## src/rtl/mmio_uart_tx.sv

```systemverilog
// mmio_uart_tx: a store to TX_ADDR queues a byte in a small FIFO that an
// 8N1 serializer drains onto uart_tx; STATUS_ADDR reads back {overflow, full, busy}.
module mmio_uart_tx #(
    parameter int          CLKS_PER_BIT = 868,
    parameter int          FIFO_DEPTH   = 16,
    parameter logic [31:0] TX_ADDR      = 32'hf6ff_f000,
    parameter logic [31:0] STATUS_ADDR  = 32'hf6ff_f004
) (
    input  logic        clk,
    input  logic        reset,
    input  logic        is_store,
    input  logic [31:0] w_addr,
    input  logic [7:0]  w_data_byte,
    input  logic [31:0] r_addr,
    output logic [31:0] r_data_status,
    output logic        uart_tx,
    output logic        fifo_full,
    output logic        busy
);
    localparam int PW = $clog2(FIFO_DEPTH);
    localparam int BW = $clog2(CLKS_PER_BIT);
    localparam logic [PW:0]   DEPTH_C   = (PW+1)'(FIFO_DEPTH);
    localparam logic [BW-1:0] BAUD_LAST = BW'(CLKS_PER_BIT - 1);

    typedef enum logic [1:0] {IDLE, START, DATA, STOP} state_t;

    state_t        state;
    state_t        state_nxt;
    logic [7:0]    mem [FIFO_DEPTH];
    logic [PW-1:0] wr_ptr;
    logic [PW-1:0] rd_ptr;
    logic [PW:0]   count;
    logic          overflow;
    logic [7:0]    shreg;
    logic [2:0]    bit_cnt;
    logic [BW-1:0] baud_cnt;
    logic          baud_last;
    logic          push_req;
    logic          push;
    logic          pop;
    logic          tx_nxt;

    assign push_req  = is_store && (w_addr == TX_ADDR);
    assign pop       = (state == IDLE) && (count != '0);
    assign fifo_full = (count == DEPTH_C);
    // A full FIFO still accepts a push when the serializer pops in the same cycle.
    assign push      = push_req && (!fifo_full || pop);
    assign busy      = (count != '0) || (state != IDLE);
    assign baud_last = (baud_cnt == BAUD_LAST);

    assign r_data_status = (r_addr == STATUS_ADDR) ? {29'b0, overflow, fifo_full, busy} : 32'b0;

    always_ff @(posedge clk) begin
        if (push) mem[wr_ptr] <= w_data_byte;
    end

    always_ff @(posedge clk) begin
        if (reset) begin
            wr_ptr   <= '0;
            rd_ptr   <= '0;
            count    <= '0;
            overflow <= 1'b0;
        end else begin
            if (push) wr_ptr <= wr_ptr + 1'b1;
            if (pop)  rd_ptr <= rd_ptr + 1'b1;
            if (push && !pop)      count <= count + 1'b1;
            else if (pop && !push) count <= count - 1'b1;
            if (push_req && !push) overflow <= 1'b1;
        end
    end

    always_ff @(posedge clk) begin
        if (reset) state <= IDLE;
        else       state <= state_nxt;
    end

    always_comb begin
        state_nxt = state;
        case (state)
            IDLE:    if (count != '0) state_nxt = START;
            START:   if (baud_last) state_nxt = DATA;
            DATA:    if (baud_last && bit_cnt == 3'd7) state_nxt = STOP;
            STOP:    if (baud_last) state_nxt = IDLE;
            default: state_nxt = IDLE;
        endcase
    end

    // The line is registered, so it is driven from the level the next state will show.
    always_comb begin
        tx_nxt = 1'b1;
        case (state_nxt)
            START:   tx_nxt = 1'b0;
            DATA:    tx_nxt = (state == DATA && baud_last) ? shreg[1] : shreg[0];
            default: tx_nxt = 1'b1;
        endcase
    end

    always_ff @(posedge clk) begin
        if (reset) begin
            uart_tx  <= 1'b1;
            shreg    <= '0;
            bit_cnt  <= '0;
            baud_cnt <= '0;
        end else begin
            uart_tx <= tx_nxt;
            if (state == IDLE) begin
                baud_cnt <= '0;
                if (pop) begin
                    shreg   <= mem[rd_ptr];
                    bit_cnt <= '0;
                end
            end else begin
                baud_cnt <= baud_last ? '0 : baud_cnt + 1'b1;
                if (state == DATA && baud_last) begin
                    shreg   <= shreg >> 1;
                    bit_cnt <= bit_cnt + 1'b1;
                end
            end
        end
    end
endmodule

```

## config.mk

```make
export PLATFORM = sky130hd
export DESIGN_NAME = mmio_uart_tx
export DESIGN_NICKNAME = d
export VERILOG_FILES = /design/src/rtl/mmio_uart_tx.sv
export SDC_FILE = /design/constraint.sdc
export NUM_CORES = 1
export LEC_CHECK = 0
export CAP_MARGIN = 20
export CORE_MARGIN = 3
export CORE_UTILIZATION = 40
export CTS_BUF_LIST = sky130_fd_sc_hd__clkbuf_8
export CTS_CLUSTER_DIAMETER = 200
export DETAILED_ROUTE_END_ITERATION = 8
export PLACE_DENSITY_LB_ADDON = 0.2
export RECOVER_POWER = 100
export REMOVE_ABC_BUFFERS = 1
export SYNTH_ARGS = -nofsm -noshare
export SYNTH_HDL_FRONTEND = slang
export SYNTH_SLANG_ARGS = --single-unit
```

## constraint.sdc

```tcl
create_clock -name clk -period 3.75 [get_ports clk]
set_clock_uncertainty 0.15 [all_clocks]
set_input_delay 0.9375 -clock clk [delete_from_list [all_inputs] [get_ports clk]]
set_output_delay 0.9375 -clock clk [all_outputs]
set_load 0.05 [all_outputs]
```

==> metrics.txt <==
status=complete, no violations; CTS root buf=clkbuf_8; placed cells=801; placer congestion estimate=0.804; number of cell rows=48; setup bufs post-CTS=0; initial core utilization=0.413; pwr/cell area=551 nW/um2; largest net degree at the start of global routing=30; register area=4680 um2; Synthesis Warnings=0; Crit. path cell count=6; Crit Path Max Fanout=3; Peak supply drop=0.000268 V; Setup CP Type=in -> out; Leak=0.00294 uW; EDFF count, synth=128; Detail Placement HPWL=10400 um; top_reg_cell synth=edfxtp_1; max-cap violation count=0; Synth async-reset ratio=0; CP Data Required Time=2660 ps; global router's overall resource usage=0.158; Hold Fails Final Rpt=0; Setup-failing EPs final=0; final std cells w/o fill=833; Die Width=141 um; top-count cell post-synth=edfxtp_1; Num CTS Buffers=17; Cell variety after synth=50; layout cell share with drive strength beyond 1=0.163; Worst Path Arrival=2560 ps; CP cell instances=clkdlybuf4s50_1 -> nand4bb_1 -> nor4_1 -> nand4_1 -> nor3_1 -> buf_12; clk_lat worst skew=450 ps; Worst Hold Class=reg -> reg; crit path max-delay cell type=clkdlybuf4s50_1; Pwr Total=4790 uW; Placeable Area=17500 um2; critical path buffer and inverter count=2; Seq cells post-synth=170; fin area=8700 um2; DRT iter0 DRCs=280; f_max=274 MHz; Post-route DRC=0; Die Ht=141 um; routed vias=4271; FILL cells=1540; part of the cycle the worst path needs=0.973; hold slack=314 ps; crit path launch type=primary input; min Tclk post-route=3650 ps; post-synthesis area per instance=14.8 um2; H-tree levels=4; Die Area=19800 um2; n_diodes=0; Yosys top cell area share=0.531; family with the most delay on the worst path=simple AND/OR/NAND/NOR gates; Final Net Count=683; Synth area leaders=edfxtp_1, dfxtp_1, mux4_2; Clk pin slew, worst setup/hold paths=90 ps; vias in the first global route=4388; I/O Buffers=80; post-synthesis cell area=7240 um2; grt total ovfl=0; worst rel slew slack=0.322; slew of the pin with the lowest slew margin=1010 ps; Layout area overhead=20.1%; CTS tree=done; Reg2Reg Depth=6; IO Pins=110; sequential share of the synthesized area=0.647; DR pass1 iterations=4; initial antenna violation count=0; CTS sink cnt=170; multi-input logic area=2290 um2; Worst Setup End Kind=output port; synth cell count leaders=edfxtp_1, nor2_1, dfxtp_1; Gate Count Post-Synth=489; final slew viol count=0; first-pass GRT wire length=23600 um; placed inst area=8360 um2; largest stage delay on the critical path=390 ps; Hold Path Depth=1; leading area contributor after synthesis=edfxtp_1; WL final=15100 um; routed vias/inst=5.13; total negative slack=0 ps; Antenna Violating Nets Remaining=0; Clock Path Buffers=2; Avg WL per Cell=18.1 um
## flip-flops by register name, indices dropped and copies added, names as in the netlist, named ones only
name,count
bit_cnt,3
wr_ptr,4
baud_cnt,10
shreg,8
overflow,1
uart_tx,1
rd_ptr,4
mem,128
state,2
count,5
## cell usage in the layout (no fill, tap or decap), drive strengths merged, types with 8 or more instances in the layout
| cell type | Yosys | routed |
|---|---|---|
| xor2 | 9 | 9 |
| dlygate4sd3 | 0 | 10 |
| clkbuf | 9 | 34 |
| nand4 | 9 | 9 |
| clkdlybuf4s50 | 0 | 67 |
| nand2 | 17 | 17 |
| ha | 12 | 12 |
| a21oi | 18 | 18 |
| conb | 1 | 29 |
| inv | 11 | 18 |
| edfxtp | 128 | 128 |
| dfxtp | 42 | 42 |
| a22oi | 15 | 15 |
| buf | 40 | 14 |
| mux4 | 32 | 32 |
| xnor2 | 8 | 8 |
| nor2 | 50 | 50 |
| nor3 | 14 | 14 |
## cells by family (layout without fill, tap and decap cells)
family	count (synthesis)	after routing	share of synthesized area
flops	170	170	0.647
xor+xnor	17	17	0.0206
compound gates	51	51	0.0485
buf+inv	60	151	0.0498
fa+ha+maj	13	13	0.0235
simple gates	138	138	0.101
mux	39	39	0.109
other cells	1	29	0.000518
## stage by stage
step	utilization	setup WS, ps
after floorplan	-	50.8
after global routing	0.496	-9.66
after CTS	0.500	59.4
after detailed placement	0.477	-428
final	0.496	103
after global placement	0.477	-399
## path summary, 6_finish.rpt
| path | from | to | slack, ps |
|---|---|---|---|
| hold reg to reg | baud_cnt[0] | baud_cnt[0] | 310 |
| setup / recovery | r_addr[27] | r_data_status[1] | 100 |
| setup reg to reg | flip-flop | shreg[6] | 370 |
| hold / removal | baud_cnt[0] | baud_cnt[0] | 310 |
## layout make-up
cell class / count / share of cell area
Clock buffer: 17 / 0.0269
Tap cell: 225 / 0.0324
Multi-Input combinational cell: 287 / 0.264
Inverter: 11 / 0.00475
Clock inverter: 15 / 0.0193
Sequential cell: 170 / 0.539
Timing Repair Buffer: 108 / 0.114
## per-layer routing
metal	track usage	vias up	wire length [um]
li1	-	2020	-
met1	0.213	2117	6520
met2	0.249	113	7650
met3	0.0328	21	634
met4	0.0663	0	267
met5	0	-	0
## repair_timing
action                                  CTS  global route
resized for setup                         0             4
endpoints found under the setup margin    0             1
hold endpoints to repair                  0             0
hold buffers                              0             0
## power by group
group / internal [uW] / leakage [uW] / total, uW / switching [uW]
Combinational: 583 / 0.00123 / 1290 / 710
Sequential: 2110 / 0.00149 / 2210 / 104
Clock: 608 / 0.000208 / 1290 / 678
Power figures use the tool's default switching activity.
